`config.mk`:
```
export PLATFORM = sky130hd
export DESIGN_NAME = ex_forward_stage
export DESIGN_NICKNAME = d
export VERILOG_FILES = /design/src/rtl/ex_forward_stage.sv
export SDC_FILE = /design/constraint.sdc
export NUM_CORES = 1
export LEC_CHECK = 0
export BUFFER_PORTS_ARGS = -buffer_cell sky130_fd_sc_hd__buf_2
export CAP_MARGIN = 10
export CORE_ASPECT_RATIO = 0.6
export CORE_UTILIZATION = 51
export DETAILED_ROUTE_END_ITERATION = 10
export HOLD_SLACK_MARGIN = 0.08
export PLACE_DENSITY = 0.79
export SLEW_MARGIN = 20
export SYNTH_ARGS = -nofsm -noshare
export SYNTH_HDL_FRONTEND = slang
export SYNTH_SLANG_ARGS = --single-unit
```
`constraint.sdc`:
```
create_clock -name clk -period 4.8 [get_ports clk]
set_clock_uncertainty 0.1 [all_clocks]
set_input_delay 0.48 -clock clk [delete_from_list [all_inputs] [get_ports clk]]
set_output_delay 0.48 -clock clk [all_outputs]
set_load 0.02 [all_outputs]
```
`src/rtl/ex_forward_stage.sv`:
```
// Execute/forwarding stage: forward muxes, ALU, data-memory drive and the
// three-deep result history (alu_q -> mem_q -> wb_q) that the forwarding selects index into.
module ex_forward_stage #(
    parameter int WIDTH = 16
) (
    input  logic             clk,
    input  logic             reset,
    input  logic [5:0]       op_dec,
    input  logic [WIDTH-1:0] imm,
    input  logic             imm_sel,
    input  logic [1:0]       mux_sel_A,
    input  logic [1:0]       mux_sel_B,
    input  logic [WIDTH-1:0] rf_data_A,
    input  logic [WIDTH-1:0] rf_data_B,
    input  logic             mem_en_ex,
    input  logic             mem_rw_ex,
    input  logic             mem_mux_sel_dm,
    input  logic [WIDTH-1:0] dm_rdata,
    output logic [WIDTH-1:0] dm_addr,
    output logic [WIDTH-1:0] dm_wdata,
    output logic             dm_en,
    output logic             dm_rw,
    output logic [WIDTH-1:0] alu_q,
    output logic [WIDTH-1:0] wb_data,
    output logic             zero_flag
);

    typedef enum logic [2:0] {
        FN_ADD = 3'b000,
        FN_SUB = 3'b001,
        FN_AND = 3'b010,
        FN_OR  = 3'b011,
        FN_XOR = 3'b100,
        FN_NOT = 3'b101,
        FN_SHL = 3'b110,
        FN_ASR = 3'b111
    } alu_fn_t;

    logic [WIDTH-1:0] st_q;
    logic [WIDTH-1:0] mem_q;
    logic [WIDTH-1:0] wb_q;

    logic [WIDTH-1:0] op_a;
    logic [WIDTH-1:0] fwd_b;
    logic [WIDTH-1:0] op_b;
    logic [WIDTH-1:0] alu_result;
    alu_fn_t          alu_fn;

    // Forward muxes read only registered history, so there is no path from the live ALU output back to its inputs.
    always_comb begin
        op_a = rf_data_A;
        unique case (mux_sel_A)
            2'b00: op_a = rf_data_A;
            2'b01: op_a = alu_q;
            2'b10: op_a = mem_q;
            2'b11: op_a = wb_q;
        endcase

        fwd_b = rf_data_B;
        unique case (mux_sel_B)
            2'b00: fwd_b = rf_data_B;
            2'b01: fwd_b = alu_q;
            2'b10: fwd_b = mem_q;
            2'b11: fwd_b = wb_q;
        endcase

        op_b = imm_sel ? imm : fwd_b;
    end

    // Load/store/jump class always computes an address with ADD.
    always_comb begin
        alu_fn = (op_dec[5:4] == 2'b01) ? FN_ADD : alu_fn_t'(op_dec[2:0]);
        alu_result = '0;
        unique case (alu_fn)
            FN_ADD: alu_result = op_a + op_b;
            FN_SUB: alu_result = op_a - op_b;
            FN_AND: alu_result = op_a & op_b;
            FN_OR:  alu_result = op_a | op_b;
            FN_XOR: alu_result = op_a ^ op_b;
            FN_NOT: alu_result = ~op_a;
            FN_SHL: alu_result = op_a << op_b[3:0];
            FN_ASR: alu_result = WIDTH'($signed(op_a) >>> op_b[3:0]);
        endcase
    end

    always_ff @(posedge clk) begin
        if (!reset) begin
            alu_q     <= '0;
            st_q      <= '0;
            mem_q     <= '0;
            wb_q      <= '0;
            zero_flag <= 1'b0;
        end else begin
            alu_q <= alu_result;
            st_q  <= fwd_b;
            mem_q <= mem_mux_sel_dm ? dm_rdata : alu_q;
            wb_q  <= mem_q;
            if (op_dec[5:4] == 2'b00) begin
                zero_flag <= (alu_result == '0);
            end
        end
    end

    assign dm_addr  = alu_q;
    assign dm_wdata = st_q;
    assign dm_en    = mem_en_ex & reset;
    assign dm_rw    = mem_rw_ex & reset;
    assign wb_data  = mem_q;

endmodule

```
==> results of run 1 <==
[metal layers]
layer	track usage (%)	share of wire, %
met2	51.2	39
met4	12.0	3.1
met5	0	0
met1	54.4	42
met3	16.7	16
[cells by family after synthesis]
logic type	after synthesis	share of synthesized area (%)
buf+inv	105	7.68
xor+xnor	27	3.57
compound gates	220	22.6
simple gates	217	16.2
mux	90	20.0
fa+ha+maj	54	10.3
flops	65	19.6
[cell type report]
class	instances	area, um^2	share of cell area [%]
Clock buffer	10	239	2.93
Clock inverter	6	115	1.41
Inverter	40	153	1.87
Timing Repair Buffer	211	1220	15.0
Tap cell	165	206	2.53
Sequential cell	65	1300	15.9
Multi-Input combinational cell	608	4930	60.3
[power by group through the flow]
stage | combinational, mW | clock [mW] | sequential [mW]
6_report | 1.37 | 0.783 | 0.643
5_1_grt | 1.46 | 0.814 | 0.649
4_1_cts | 1.29 | 0.779 | 0.641
3_5_place_dp | 1.28 | 0 | 0.651
3_3_place_gp | 1.27 | 0 | 0.649
2_1_floorplan | 0.785 | 0 | 0.691
[worst max-delay path: cells and delay by family]
family / cells / cell delay (ns)
fa+ha+maj: 2 / 0.65
xor+xnor: 2 / 0.45
buf+inv: 2 / 0.30
compound gates: 6 / 1.35
simple gates: 2 / 0.67
mux: 2 / 0.80
[sequential cells by signal, indices dropped and copies added, names as in the netlist]
| register | count |
|---|---|
| zero_flag | 1 |
| dm_wdata | 16 |
| wb_q | 16 |
| wb_data | 16 |
| alu_q | 16 |
[worst min path at each step]
stage	slack [ns]	depth (start not counted)	start	endpoint
finish	0.28	3	dm_rdata[12]	wb_data[12]
global route	0.28	3	dm_rdata[13]	wb_data[13]
CTS	0.28	3	dm_rdata[14]	wb_data[14]
detailed placement	0.39	1	wb_data[1]	wb_q[1]
global placement	0.38	1	wb_data[8]	wb_q[8]
floorplan	0.47	1	wb_data[0]	wb_q[0]
[cell usage in the layout, fill, tap and decap left out, types with 11 or more instances in the layout]
| cell type | count |
|---|---|
| o21ai_0 | 40 |
| a211oi_1 | 20 |
| nor2_1 | 59 |
| xnor2_1 | 18 |
| buf_4 | 65 |
| a31oi_1 | 11 |
| nand2b_1 | 15 |
| a21oi_1 | 48 |
| and2_1 | 40 |
| dfxtp_1 | 65 |
| mux4_2 | 32 |
| ha_1 | 53 |
| nand2_1 | 55 |
| buf_2 | 145 |
| inv_1 | 36 |
| o211a_1 | 12 |
| mux2i_1 | 54 |
[metrics by stage]
step / util, % / TNS (ns) / hold WS, ns / worst slack, ns / std cells
6_report: 66.0 / 0 / 0.279 / 0.215 / 1105
3_5_place_dp: 62.4 / -0.269 / 0.393 / -0.269 / 1089
2_1_floorplan: - / 0 / 0.471 / 0.118 / 778
5_1_grt: 66.0 / -0.0369 / 0.282 / -0.0369 / 1105
4_1_cts: 65.3 / 0 / 0.281 / 0.00988 / 1105
3_3_place_gp: 62.4 / -0.182 / 0.384 / -0.182 / 1089
==> metrics.md, run 1 <==
| Metric | Value |
|---|---|
| Slowest CP cell | `mux4_2` |
| Final slew viol count | `0` |
| Layout net count | `1069` |
| Final Hold Vio Count | `0` |
| Pre-antenna DRT Iters | `5` |
| Tot Pwr | `2.80 mW` |
| YS warnings | `0` |
| Hold_buf cts | `0` |
| Max Clock Freq | `218 MHz` |
| Asr flop ratio synth | `0%` |
| Critical Path AT | `around 4.7 ns` |
| Fin area | `a little over 8000 um^2` |
| Reg2Reg Depth | `15` |
| Synthesized flop and latch total | `65` |
| Cell Chain, Critical Path | `buf_2 > mux4_2 > mux2i_4 > ha_1 > a41oi_1 > o21bai_1 > xnor2_1 > ha_1 > buf_4 > a21oi_1 > o41ai_4 > xor2_1 > o32ai_2 > nand4_1 > or4_1 > o31ai_2` |
| CP startpoint kind | `input port` |
| Final GP Congestion | `1.06` |
| Synth Flop Type | `dfxtp_1` |
| Tot GR Track Use | `a little under two fifths` |
| Mapped Avg Cell Area | `8.52 um^2` |
| Fill cells | `1021` |
| Slew headroom | `10.4%` |
| H-tree levels | `3` |
| Most common cell on crit path | `ha_1` |
| Switching share of total power | `41.3%` |
| # DRC | `0` |
| Slew @ Worst Pin | `1.34 ns` |
| CP Capture Type | `flip-flop` |
| Top cell type's share of synthesized area | `roughly a fifth` |
| Vias per Instance | `6.52` |
| Core box area | `~12000 um^2` |
| Remaining antenna violation count | `0` |
| Clock sink total | `65` |
| Cts repair resizes | `0` |
| Mapped Nets | `between 900 and 1000` |
| Placed cell areas | `7720 um^2` |
| Count of final setup violators | `0` |
| Outcome | `complete, no violations` |
| Post-Synthesis Cells | `778` |
| First-pass GRT wire length | `39000 um` |
| Area growth from synthesis to layout | `23.2%` |
| WL final | `25900 um` |
| Die X-Extent | `149 um` |
| CTS tree | `built` |
| Worst-path clk slew | `around 0.060 ns` |
| CP endpoint | `zero_flag` |
| Worst-path fanout max | `4` |
| Worst Path Required | `just under 5 ns` |
| Vias in the first global route | `between 6000 and 7000` |
| Hold Path Class | `in -> reg` |
| Share of cells above drive strength 1 | `31.1%` |
| Post-CTS Setup Inserts | `0` |
| Top cells by count, synth | `65 x dfxtp_1, 59 x nor2_1, 55 x mux2i_1, 55 x nand2_1, 53 x ha_1` |
| Die footprint | `13500 um^2` |
| Grt ovf | `0` |
| Row cnt | `31` |
| Initial Util | `53.6%` |
| Sequential area share after synthesis | `19.6%` |
| IO Pins | `147` |
| HPWL after DPL | `approximately 20000 um` |
| CP startpoint | `mux_sel_B[0]` |
| Post-synth EDFFs | `0` |
| Total vias in the final route | `about 7000` |
| Crit-path max cell delay | `0.58 ns` |
| Area contributors post-synth | `dfxtp_1 20%, mux4_2 11%, ha_1 10%` |
| Final period utilization | `95.5%` |
| Max cap viols | `0` |
| Comb power frac | `49.0%` |
| Reg2reg end | `zero_flag` |
| Die extent in y | `90.3 um` |
| PwrDens | `343 nW/um^2` |
| NetSw | `1.16 mW` |
| Post-synthesis cell area | `6630 um^2` |
| Worst skew pair latency | `0.33 ns` |
| Clk buf depth | `2` |
| Share of power burned in registers | `23.0%` |
| IO Port Bufs | `between 100 and 150` |
| Tmin final | `4.58 ns` |
| Reg2Reg Setup Slack | `0.22 ns` |
| WL per Instance | `23.4 um` |
| Cell taking the most area after synthesis | `dfxtp_1` |
| Peak supply drop | `233 uV` |
| Int Pwr | `1.64 mW` |
| Clk root buf | `clkbuf_16` |
| Pleak | `3.85 nW` |
| Diodes inserted | `0` |
| Synth cell types | `65` |
| Initial antenna violation count | `1` |
| Worst r2r src | `alu_q[1]` |
| Clock power frac | `between 20% and 30%` |
| Crit Path Class | `in -> reg` |
| Most frequent cell after synthesis | `dfxtp_1` |
| Pin count of the biggest net entering global routing | `42` |
| DR iter-0 viols | `940` |
| TritonCTS Buffers | `9` |
(Power assumes the default switching activity.)
==> run 2, diff against run 1 <==
CAP_MARGIN = default   (was 10)
clock period = 4 ns   (was 4.8 ns; I/O delays follow)
==> run 2 against run 1 <==
Compared with the run above:
- clock-buffer cell count up 1
- setup slack worse by 0.50 ns
- sequential power up 18%
- highest routed layer unchanged
- cell count up 12%
- flip-flop and latch count unchanged
- largest cell class unchanged
- register-to-register slack worse by 0.50 ns
- the flow now finishes with violations (negative setup slack)
==> metrics.md, run 2 (synthesized netlist as in run 1, its figures left out) <==
| Metric | Value |
|---|---|
| Clock sink total | `65` |
| Count of final setup violators | `2` |
| CTS tree | `built` |
| CP startpoint kind | `flip-flop` |
| Cell Chain, Critical Path | `mux4_2 > mux2i_4 > buf_6 > inv_4 > nor2_4 > a21oi_2 > xnor2_1 > ha_1 > o211ai_1 > and4b_2 > o41ai_4 > a31oi_2 > xnor2_1 > o32ai_2 > nand2_1 > or4_4 > o31ai_2` |
| Reg2Reg Depth | `17` |
| Hold depth | `3` |
| Row cnt | `31` |
| TritonCTS Buffers | `9` |
| NetSw | `~1.5 mW` |
| Final WS setup | `-0.289 ns` |
| Layout net count | `1206` |
| Worst Path Buf+Inv | `2` |
| Worst Path Required | `4.16 ns` |
| Violated checks | `negative setup slack` |
| Max Clock Freq | `233 MHz` |
| Tot GR Track Use | `44.2%` |
| Int Pwr | `2.04 mW` |
| Diodes inserted | `0` |
| Worst-path clk slew | `0.06 ns` |
| Crit-path max cell delay | `0.52 ns` |
| Final slew viol count | `0` |
| Final GP Congestion | `1.08` |
| Worst-path fanout max | `4` |
| Commonest non-fill, non-tap cell in the layout | `buf_4` |
| # DRC | `0` |
| RSZ-0062 raised after global routing | `true` |
| Grt ovf | `0` |
| Clk buf depth | `2` |
| Peak supply drop | `252 uV` |
| HPWL after DPL | `23000 um` |
| Clock power frac | `20.9%` |
| PwrDens | `379 nW/um^2` |
| CP Capture Type | `flip-flop` |
| Tmin final | `4.29 ns` |
| Vias per Instance | `approximately 6.6` |
| First-pass GRT wire length | `44600 um` |
| Initial Util | `between 50% and 60%` |
| Final period utilization | `107%` |
| WL final | `~30000 um` |
| Die X-Extent | `149 um` |
| Tot Pwr | `approximately 3.5 mW` |
| Outcome | `complete, but fails checks` |
| Fin area | `9300 um^2` |
| Initial antenna violation count | `0` |
| Clk root buf | `clkbuf_16` |
| IO Pins | `147` |
| Slew @ Worst Pin | `1.01 ns` |
| Die extent in y | `90.3 um` |
| Share of power burned in registers | `21.6%` |
| Most common cell on crit path | `xnor2_1` |
| Placed cell areas | `8810 um^2` |
| Switching share of total power | `42.0%` |
| Pre-antenna DRT Iters | `6` |
| Total vias in the final route | `8135` |
| Worst skew pair latency | `0.34 ns` |
| DR iter-0 viols | `between 1000 and 1500` |
| Die footprint | `13500 um^2` |
| Core box area | `12400 um^2` |
| Max cap viols | `0` |
| Hold Path Class | `in -> reg` |
| WL per Instance | `24.4 um` |
| Remaining antenna violation count | `0` |
| Pleak | `approximately 4.5 nW` |
| Vias in the first global route | `7618` |
| Slew headroom | `32.5%` |
| Commonest non-fill, non-tap cells in the layout | `197 x buf_4, 144 x buf_2, 64 x dfxtp_1` |
| Share of cells above drive strength 1 | `42.0%` |
| Pin count of the biggest net entering global routing | `41` |
| Total stage count of the critical path | `17` |
| Cell family with most CP delay | `compound AO/OA/AOI/OAI gates` |
| Comb power frac | `57.5%` |
| Area growth from synthesis to layout | `40.2%` |
| Place WS | `-0.527 ns` |
| IO Port Bufs | `roughly 150` |
| Final Hold Vio Count | `0` |
| H-tree levels | `3` |
| Crit Path Class | `reg -> reg` |
| Critical Path AT | `around 4.5 ns` |
| Worst hold margin | `0.200 ns` |
| Slowest CP cell | `mux4_2` |
-- run 2: power groups by stage --
stage	Combinational (mW)	Clock (mW)	Sequential (mW)
3_3_place_gp	1.79	0	0.765
2_1_floorplan	0.962	0	0.830
6_report	2.03	0.736	0.759
5_1_grt	2.11	0.765	0.764
4_1_cts	1.86	0.735	0.755
3_5_place_dp	1.81	0	0.767
-- run 2: final cells by class --
type / count / area (um^2)
Clock buffer: 11 / 253
Clock inverter: 3 / 17.5
Fill cell: 865 / 3080
Tap cell: 165 / 206
Sequential cell: 65 / 1300
Multi-Input combinational cell: 608 / 5060
Inverter: 40 / 153
Timing Repair Buffer: 348 / 2300
-- run 2: layer usage --
| layer | up-vias | track usage [%] | share of wire (%) |
|---|---|---|---|
| li1 | 3450 | - | - |
| met1 | 3820 | 60.8 | 39 |
| met2 | 729 | 62.8 | 41 |
| met3 | 136 | 18.2 | 16 |
| met4 | 0 | 12.3 | 3.9 |
| met5 | - | 0 | 0 |
-- run 2: path summary, 6_finish.rpt --
kind               startpoint    endpoint  slack (ns)
setup / recovery      wb_q[1]   zero_flag       -0.29
hold / removal    dm_rdata[6]  wb_data[6]        0.20
setup reg to reg      wb_q[1]   zero_flag       -0.29
hold reg to reg   wb_data[14]    wb_q[14]        0.40
-- run 2: metrics by stage --
step	utilization (%)	setup TNS, ns	cells
floorplan	-	-0.309	778
global placement	71.2	-0.931	1219
detailed placement	71.2	-1.23	1219
CTS	73.7	-0.144	1233
global route	75.1	-0.559	1240
finish	75.1	-0.290	1240
-- run 2: repair_timing --
item                                    CTS  global route
pin swaps                                 5            30
setup buffers                             0             7
resized for setup                         7            32
endpoints found under the setup margin    3             4
hold buffers                              0             0
-- run 2: worst min-delay path: stages --
cell and delay [ns]:
buf_2 0.07, mux2i_1 0.06, nor2_1 0.07
==> run 3, diff against run 2 <==
CTS_BUF_LIST = sky130_fd_sc_hd__clkbuf_16   (was default)
==> run 3 against run 2 <==
Compared with the run above:
- the flow still finishes with violations (negative setup slack)
- sequential power about the same
- power decreased by 1.0%
- register-to-register slack about the same
- combinational power about the same
- setup slack improved by 0.0026 ns
- flip-flop and latch count unchanged
- non-clock buffer count decreased by 1
- largest cell class unchanged
==> metrics.md, run 3 (synthesized netlist as in run 1, its figures left out) <==
| Metric | Value |
|---|---|
| CP Capture Type | `flip-flop` |
| RSZ-0062 raised after global routing | `true` |
| Initial Util | `~54%` |
| Max Clock Freq | `233 MHz` |
| Area growth from synthesis to layout | `39.9%` |
| Pin count of the biggest net entering global routing | `41` |
| WL per Instance | `24.6 um` |
| Hold_buf cts | `0` |
| Placed Cells | `1219` |
| Remaining antenna violation count | `0` |
| Slew @ Worst Pin | `0.971 ns` |
| Count of final setup violators | `1` |
| Initial antenna violation count | `0` |
| Die footprint | `roughly 13000 um^2` |
| Peak supply drop | `~260 uV` |
| Tot Pwr | `3.48 mW` |
| Cell Chain, Critical Path | `mux4_2 > mux2i_4 > buf_6 > inv_4 > nor2_4 > a21oi_1 > xnor2_1 > ha_1 > o211ai_1 > and4b_2 > o41ai_4 > a31oi_2 > xnor2_1 > o32ai_2 > nand2_1 > or4_4 > o31ai_2` |
| Layout net count | `1205` |
| TritonCTS Buffers | `9` |
| WL final | `between 30000 and 40000 um` |
| Hold Path Class | `in -> reg` |
| Place WS | `-0.527 ns` |
| Fill cells | `~860` |
| DR iter-0 viols | `1165` |
| IO Port Bufs | `145` |
| Vias per Instance | `roughly 6.6` |
| Clk root buf | `clkbuf_16` |
| CTS tree | `built` |
| Worst-path fanout max | `4` |
| Row cnt | `31` |
| Critical Path AT | `4.45 ns` |
| Clk buf depth | `2` |
| Slew headroom | `35.1%` |
| Reg2Reg Setup Slack | `-0.29 ns` |
| Worst skew pair latency | `about 0.34 ns` |
| First-pass GRT wire length | `44600 um` |
| Commonest non-fill, non-tap cells in the layout | `196 x buf_4, 144 x buf_2, 65 x dfxtp_1` |
| Grt ovf | `0` |
| Crit Path Class | `reg -> reg` |
| Slowest CP cell | `mux4_2` |
| Area of the multi-input gates | `5070 um^2` |
| IO Pins | `147` |
| Final GP Congestion | `1.08` |
| Clock sink total | `65` |
| Violated checks | `negative setup slack` |
| HPWL after DPL | `roughly 23000 um` |
| Total vias in the final route | `8144` |
| Die extent in y | `90.3 um` |
| Most common cell on crit path | `xnor2_1` |
| Crit-path max cell delay | `0.52 ns` |
| Final WS setup | `-0.286 ns` |
| Share of cells above drive strength 1 | `41.6%` |
| Outcome | `complete, but fails checks` |
| Pre-antenna DRT Iters | `6` |
| Vias in the first global route | `7576` |
| Worst-path clk slew | `0.06 ns` |
| Final Non-Filler Cells | `~1200` |
| Worst Path Required | `4.16 ns` |
| H-tree levels | `3` |
| Core box area | `12400 um^2` |
| Die X-Extent | `149 um` |
| PwrDens | `376 nW/um^2` |
| Pleak | `between 4 and 5 nW` |
| Max cap viols | `0` |
| CP startpoint kind | `flip-flop` |
| Final Hold Vio Count | `0` |
| # DRC | `0` |
| Diodes inserted | `0` |
| Tot GR Track Use | `~44%` |
| Register area | `1300 um^2` |
| Commonest non-fill, non-tap cell in the layout | `buf_4` |
| Tmin final | `between 4 and 5 ns` |
| Final period utilization | `107%` |
| Final slew viol count | `0` |
==> run 3: cell types whose count changed in the layout (fill, tap and decap cells not counted), sizes merged <==
cell | before | now
clkbuf | 11 | 9
clkinv | 3 | 5
buf | 348 | 347
==> run 3: stage by stage <==
step / setup TNS [ns] / area [um^2] / hold slack, ns / utilization [%]
after floorplan: -0.309 / 6720 / 0.447 / -
after global placement: -0.931 / 8810 / 0.380 / 71.2
after detailed placement: -1.23 / 8810 / 0.390 / 71.2
after CTS: -0.0793 / 9110 / 0.199 / 73.6
after global routing: -0.830 / 9280 / 0.220 / 75.0
final: -0.286 / 9280 / 0.205 / 75.0
==> run 3: area by class of cell <==
class	instances	area share (%)
flip-flops and latches	65	14.0
clock buffers	9	2.43
multi-input cells	608	54.6
clock inverters	5	0.270
well taps	165	2.23
repair buffers	347	24.8
inverters	40	1.65
==> run 3: timing repair <==
item	in CTS	in global routing
endpoints found under the setup margin	1	4
resized for setup	11	27
endpoints found under the hold margin	0	0
buffers inserted	0	6
pin swaps	5	31
==> run 3: path summary, 6_finish.rpt <==
kind,cells after the start,from,endpoint
min,3,dm_rdata[6],wb_data[6]
max reg2reg,17,wb_q[1],zero_flag
min reg2reg,1,wb_data[14],wb_q[14]
max,17,wb_q[1],zero_flag
==> run 3: power breakdown <==
part           switching, mW  internal [mW]
clock                  0.294          0.405
combinational           1.14          0.886
sequential            0.0484          0.710
==> run 3: critical path, delay by kind of cell (launching register included) <==
kind,cells,cell delay [ns]
AOI/OAI and AO/OA,6,1.21
and+or+nand+nor,4,0.96
muxes,2,0.72
adders and majority gates,1,0.38
DFF,1,0.32
xor gates and xnor gates,2,0.30
buffers and inverters,2,0.22
==> run 3: layer usage <==
layer | routed length, um | up-vias | GRT usage (%) | part of all wire (%)
li1 | - | 3451 | - | -
met5 | 0 | - | 0 | 0
met4 | 1140 | 0 | 12.9 | 3.7
met2 | 12500 | 798 | 62.6 | 41
met1 | 11600 | 3770 | 61.0 | 38
met3 | 5230 | 125 | 17.7 | 17
